## config.mk

```make
export PLATFORM = sky130hd
export DESIGN_NAME = imm_encode_insert_flat
export DESIGN_NICKNAME = d
export VERILOG_FILES = /design/src/rtl/imm_encode_insert_if.sv /design/src/rtl/imm_encode_insert.sv /design/src/flat_wrapper.sv
export SDC_FILE = /design/constraint.sdc
export NUM_CORES = 1
export LEC_CHECK = 0
export CORE_ASPECT_RATIO = 1.5
export CORE_MARGIN = 3
export CORE_UTILIZATION = 48
export DETAILED_ROUTE_END_ITERATION = 8
export PLACE_DENSITY = 0.8
export SLEW_MARGIN = 20
export SYNTH_ARGS = -nofsm -noshare
export SYNTH_HDL_FRONTEND = slang
export SYNTH_SLANG_ARGS = --single-unit
export TNS_END_PERCENT = 50
```

## constraint.sdc

```tcl
create_clock -name clk -period 1.4 [get_ports clk]
set_input_delay 0.28 -clock clk [delete_from_list [all_inputs] [get_ports clk]]
set_output_delay 0.28 -clock clk [all_outputs]
set_load 0.02 [all_outputs]
```

## src/rtl/imm_encode_insert_if.sv

```systemverilog
// Request/response bus of the immediate encoder: input word handshake, output word handshake, error status.
interface imm_encode_insert_if #(
    parameter int unsigned ERR_CNT_W = 16
);
    logic                 i_valid;
    logic                 o_ready;
    logic [31:0]          i_base_instr;
    logic [31:0]          i_imm;
    logic [2:0]           i_imm_sel;
    logic                 o_valid;
    logic                 i_ready;
    logic [31:0]          o_instr;
    logic                 o_err;
    logic [ERR_CNT_W-1:0] o_err_cnt;

    modport slave (
        input  i_valid, i_base_instr, i_imm, i_imm_sel, i_ready,
        output o_ready, o_valid, o_instr, o_err, o_err_cnt
    );

    modport master (
        output i_valid, i_base_instr, i_imm, i_imm_sel, i_ready,
        input  o_ready, o_valid, o_instr, o_err, o_err_cnt
    );
endinterface

```

## src/rtl/imm_encode_insert.sv

```systemverilog
// Two-stage pipeline that scatters a 32-bit immediate into the U/I/S/B/J fields of an RV32I word.
// Optional range/alignment checker and saturating error counter enabled by macro IMM_RANGE_CHECK_EN.
module imm_encode_insert #(
    parameter int unsigned ERR_CNT_W = 16
) (
    input  logic              clk,
    input  logic              reset_n,
    imm_encode_insert_if.slave bus
);
    localparam int unsigned XLEN  = 32;
    localparam int unsigned SEL_W = 3;

    localparam logic [SEL_W-1:0] SEL_U = 3'd0;
    localparam logic [SEL_W-1:0] SEL_I = 3'd1;
    localparam logic [SEL_W-1:0] SEL_S = 3'd2;
    localparam logic [SEL_W-1:0] SEL_B = 3'd3;
    localparam logic [SEL_W-1:0] SEL_J = 3'd4;

    logic             s1_valid;
    logic [XLEN-1:0]  s1_base;
    logic [XLEN-1:0]  s1_imm;
    logic [SEL_W-1:0] s1_sel;
    logic             s1_load;
    logic             s2_load;
    logic             out_xfer;

    // Field scatter; unsupported selectors leave the base word untouched.
    function automatic logic [XLEN-1:0] encode(input logic [XLEN-1:0] base,
                                               input logic [XLEN-1:0] imm,
                                               input logic [SEL_W-1:0] sel);
        logic [XLEN-1:0] word;
        case (sel)
            SEL_U:   word = {imm[31:12], base[11:0]};
            SEL_I:   word = {imm[11:0], base[19:0]};
            SEL_S:   word = {imm[11:5], base[24:12], imm[4:0], base[6:0]};
            SEL_B:   word = {imm[12], imm[10:5], base[24:12], imm[4:1], imm[11], base[6:0]};
            SEL_J:   word = {imm[20], imm[10:1], imm[11], imm[19:12], base[11:0]};
            default: word = base;
        endcase
        return word;
    endfunction

    assign s2_load     = !bus.o_valid || bus.i_ready;
    assign s1_load     = !s1_valid || s2_load;
    assign bus.o_ready = s1_load;
    assign out_xfer    = bus.o_valid && bus.i_ready;

    // Pipeline valids and data; reset drops any words in flight.
    always_ff @(posedge clk) begin
        if (!reset_n) begin
            s1_valid    <= 1'b0;
            s1_base     <= '0;
            s1_imm      <= '0;
            s1_sel      <= '0;
            bus.o_valid <= 1'b0;
            bus.o_instr <= '0;
        end else begin
            if (s1_load) begin
                s1_valid <= bus.i_valid;
                if (bus.i_valid) begin
                    s1_base <= bus.i_base_instr;
                    s1_imm  <= bus.i_imm;
                    s1_sel  <= bus.i_imm_sel;
                end
            end
            if (s2_load) begin
                bus.o_valid <= s1_valid;
                if (s1_valid) begin
                    bus.o_instr <= encode(s1_base, s1_imm, s1_sel);
                end
            end
        end
    end

`ifdef IMM_RANGE_CHECK_EN
    localparam logic [ERR_CNT_W-1:0] CNT_MAX = '1;

    logic in_err_c;
    logic s1_err;

    // An immediate fits when the bits above the field are a sign extension and dropped low bits are zero.
    always_comb begin
        in_err_c = 1'b0;
        case (bus.i_imm_sel)
            SEL_U:   in_err_c = |bus.i_imm[11:0];
            SEL_I,
            SEL_S:   in_err_c = bus.i_imm[31:11] != {21{bus.i_imm[31]}};
            SEL_B:   in_err_c = (bus.i_imm[31:12] != {20{bus.i_imm[31]}}) || bus.i_imm[0];
            SEL_J:   in_err_c = (bus.i_imm[31:20] != {12{bus.i_imm[31]}}) || bus.i_imm[0];
            default: in_err_c = 1'b1;
        endcase
    end

    always_ff @(posedge clk) begin
        if (!reset_n) begin
            s1_err        <= 1'b0;
            bus.o_err     <= 1'b0;
            bus.o_err_cnt <= '0;
        end else begin
            if (s1_load && bus.i_valid) begin
                s1_err <= in_err_c;
            end
            if (s2_load && s1_valid) begin
                bus.o_err <= s1_err;
            end
            if (out_xfer && bus.o_err && (bus.o_err_cnt != CNT_MAX)) begin
                bus.o_err_cnt <= bus.o_err_cnt + ERR_CNT_W'(1);
            end
        end
    end
`else
    assign bus.o_err     = 1'b0;
    assign bus.o_err_cnt = ERR_CNT_W'(0);

    logic unused_c;
    assign unused_c = out_xfer;
`endif

endmodule

```

## src/flat_wrapper.sv

```systemverilog
// flat-port wrapper written by rule: the top's interface ports become plain ports
module imm_encode_insert_flat 
#(
    parameter int unsigned ERR_CNT_W = 16
)
  (clk, reset_n, bus_i_valid, bus_i_base_instr, bus_i_imm, bus_i_imm_sel, bus_i_ready, bus_o_ready, bus_o_valid, bus_o_instr, bus_o_err, bus_o_err_cnt);
  imm_encode_insert_if #(.ERR_CNT_W(ERR_CNT_W)) bus_i ();
  input  logic clk;
  input  logic reset_n;
  input wire logic [$bits(bus_i.i_valid)-1:0] bus_i_valid;
  input wire logic [$bits(bus_i.i_base_instr)-1:0] bus_i_base_instr;
  input wire logic [$bits(bus_i.i_imm)-1:0] bus_i_imm;
  input wire logic [$bits(bus_i.i_imm_sel)-1:0] bus_i_imm_sel;
  input wire logic [$bits(bus_i.i_ready)-1:0] bus_i_ready;
  output wire logic [$bits(bus_i.o_ready)-1:0] bus_o_ready;
  output wire logic [$bits(bus_i.o_valid)-1:0] bus_o_valid;
  output wire logic [$bits(bus_i.o_instr)-1:0] bus_o_instr;
  output wire logic [$bits(bus_i.o_err)-1:0] bus_o_err;
  output wire logic [$bits(bus_i.o_err_cnt)-1:0] bus_o_err_cnt;
  assign bus_i.i_valid = bus_i_valid;
  assign bus_i.i_base_instr = bus_i_base_instr;
  assign bus_i.i_imm = bus_i_imm;
  assign bus_i.i_imm_sel = bus_i_imm_sel;
  assign bus_i.i_ready = bus_i_ready;
  assign bus_o_ready = bus_i.o_ready;
  assign bus_o_valid = bus_i.o_valid;
  assign bus_o_instr = bus_i.o_instr;
  assign bus_o_err = bus_i.o_err;
  assign bus_o_err_cnt = bus_i.o_err_cnt;
  imm_encode_insert #(.ERR_CNT_W(ERR_CNT_W)) u_core (.clk(clk), .reset_n(reset_n), .bus(bus_i));
endmodule
```

==> results.py <==
metrics = {
    "floorplanning": {
        "core_area_um2": 8880,
        "die-height_um": 123,
        "rows": 42,
        "io_pins": 122,
        "die_w_um": 84.1,
        "dieArea_um2": 10400,
        "start_util_pct": 49.5,
    },
    "final_layout": {
        "diodes": 0,
        "final_common_cell": "nand2_1",
        "drive_gt1_share_pct": 10.1,
        "utilization_pct": 68.2,
        "area_growth_pct": 37.9,
        "fin_nets": 689,
        "layout_common_cells": "nand2_1, dfxtp_1, clkdlybuf4s50_1",
    },
    "yosys": {
        "avgSynthCellArea_um2": 8.54,
        "synthCells": 514,
        "synth-seq-cells": 101,
        "async_flop_share_pct": 0,
        "synth-edff-count": 0,
        "synthFlopType": "dfxtp_1",
        "post_synth_num_cell_types": 30,
        "synth_area_um2": 4390,
        "synth_warnings": 0,
        "ys_seq_area_share_pct": 46.0,
    },
    "status": {
        "status": "finished, final reports clean",
    },
    "worst_hold_path": {
        "hold_path_class": "primary input to flip-flop",
        "min_to": "u_core.s1_sel[2]",
        "worstHoldStart": "reset_n",
        "hold_path_depth": 2,
    },
    "timing": {
        "period_needed_ns": 1.36,
        "fin_ws_ns": 0.0356,
        "finalHoldViolations": 0,
        "rsz0062_at_grt": "true",
        "period_share_pct": 97.5,
        "drv_slew": 0,
        "fin_skew_ns": 0.00528,
        "fmax_ghz": 0.733,
        "finalSetupViolCount": 0,
    },
    "drt": {
        "firstDrtPassIters": 4,
        "ant_nets": 0,
        "num_vias": 3829,
        "post-route-drc-count": 0,
        "via_per_inst": 5.23,
        "wl_per_cell_um": 15.2,
        "drtIter0Drc": 138,
        "drt_wl_total_mm": 11.2,
    },
    "clock_network": {
        "cts_buffer_depth": 2,
        "cts_root_buf": "clkbuf_16",
        "clk_pin_slew_ns": 0.06,
        "cts_hold_buffers": 0,
        "cts_setup_buffers": 0,
        "cts_inserted_buffers": 9,
        "clkSinkCount": 101,
        "clk-insertion-delay-late_ns": 0.34,
        "cts_tree": "built",
        "h-tree-depth": 3,
    },
    "placed_design": {
        "gp_congestion": 0.811,
        "dp_slack_ns": -0.405,
        "portBuffers": 104,
        "dpl.hpwl_mm": 7.85,
    },
    "worst_setup_path": {
        "crit_type": "flip-flop to flip-flop",
        "rrSetupSlack_ns": 0.04,
        "crit_slowest_cell": "dfxtp_2",
        "crit_path_start_kind": "flip-flop",
        "timing.rr.start": "u_core.s1_sel[2]",
        "worstPathCellList": "buf_8, mux2i_2, a2bb2oi_1, a2bb2oi_1, a21oi_1",
        "cp_slowest_stage_delay_ns": 0.37,
        "endpoint_kind": "flip-flop",
        "cp.arrival_ns": 1.59,
        "reg2reg_depth": 5,
        "cp.required_ns": 1.63,
        "path_max_fanout": 13,
        "reg2reg_to": "u_core.bus.o_instr[24]",
        "cp_common_cell": "a2bb2oi_1",
    },
    "grt": {
        "antenna_found_initial": 0,
        "grt_overflow": 0,
        "grt_max_degree": 45,
        "grt_pass1_vias": 3682,
        "grt_pass1_wl_mm": 16.8,
        "grt_use_total_pct": 20.5,
    },
    "power_and_ir_drop": {
        "vdd_drop_max_v": 0.000789,
        "p_per_area_nw_per_um2": 1150,
        "power.leakage_nw": 2.63,
    },
    "job": {
        "maxCapViolCount": 0,
    },
}
## worst max-delay path by stage
stage                                  start                     end  slack, ns
after global routing        u_core.s1_sel[2]  u_core.bus.o_instr[24]      -0.03
after floorplan           u_core.bus.o_valid       u_core.s1_imm[11]       0.06
after CTS                        bus_i_ready       u_core.s1_imm[23]       0.02
after detailed placement         bus_i_ready             bus_o_ready      -0.41
final                       u_core.s1_sel[2]  u_core.bus.o_instr[24]       0.04
after global placement           bus_i_ready             bus_o_ready      -0.39
## state kept, by name, summed over array words and instances, names as in the netlist
register and count:
u_core.bus.o_valid 1, u_core.s1_valid 1, u_core.s1_base 32, u_core.s1_imm 32
u_core.s1_sel 3, u_core.bus.o_instr 32
## area by class of cell
| type | count | area (um2) |
|---|---|---|
| fill | 714 | 2830 |
| multi-input combinational | 369 | 2130 |
| timing repair buffer | 135 | 1420 |
| clock buffer | 10 | 229 |
| clock inverter | 5 | 100 |
| tap | 110 | 138 |
| inverter | 2 | 7.51 |
| sequential | 101 | 2030 |
## report_power, final
group | internal (mW) | switching [mW]
Sequential | 3.04 | 0.102
Combinational | 0.543 | 0.508
Clock | 1.73 | 1.02
## synth_stat cells (8+ instances only)
library cell | count | area, um2
a21boi_0 | 52 | 390
a2bb2oi_1 | 10 | 87.6
buf_4 | 25 | 188
nand2_1 | 175 | 657
mux2i_1 | 16 | 160
clkbuf_1 | 11 | 41.3
nand3_1 | 8 | 40.0
a21boi_1 | 30 | 225
dfxtp_1 | 101 | 2020
o21ai_0 | 14 | 70.1
buf_2 | 20 | 100
o211a_1 | 12 | 120
## critical path, delay by kind of cell (launching register included)
kind / cells / cell delay (ns)
AOI/OAI and AO/OA: 3 / 0.46
buffers and inverters: 1 / 0.16
DFF: 1 / 0.37
muxes: 1 / 0.25
## metrics by stage
stage / cell area [um2] / hold WS (ns) / TNS [ns] / power (mW) / instances
global route: 6050 / 0.307 / -0.0711 / 7.17 / 732
detailed placement: 5660 / 0.448 / -27.73 / 4.24 / 714
global placement: 5660 / 0.440 / -24.33 / 4.21 / 714
CTS: 5950 / 0.296 / 0 / 6.94 / 729
floorplan: 4450 / 0.415 / 0 / 3.76 / 530
finish: 6050 / 0.305 / 0 / 6.94 / 732
## cells by family (layout without fill, tap and decap cells)
group,count (synthesis),after routing,share of synthesized area [%]
other,1,17,0.0854
AND/OR/NAND/NOR,191,191,17.1
buffers and inverters,60,152,7.83
multiplexers,23,23,5.44
flip-flops,101,101,46.0
AO/OA/AOI/OAI,138,138,23.5
## metal layers
layer  up-vias  GRT usage [%]  part of all wire, %
met5         -              0                    0
met4         0           10.7                  3.1
met3        26           3.47                  4.3
met2       106           40.0                   55
met1      1795           20.6                   37
li1       1902              -                    -
## what timing repair did
item,CTS,global route
endpoints found under the setup margin,39,81
resized for setup,41,15
hold endpoints to repair,0,0
pin swaps,0,0
gates cloned,0,3
Power figures use the tool's default switching activity.
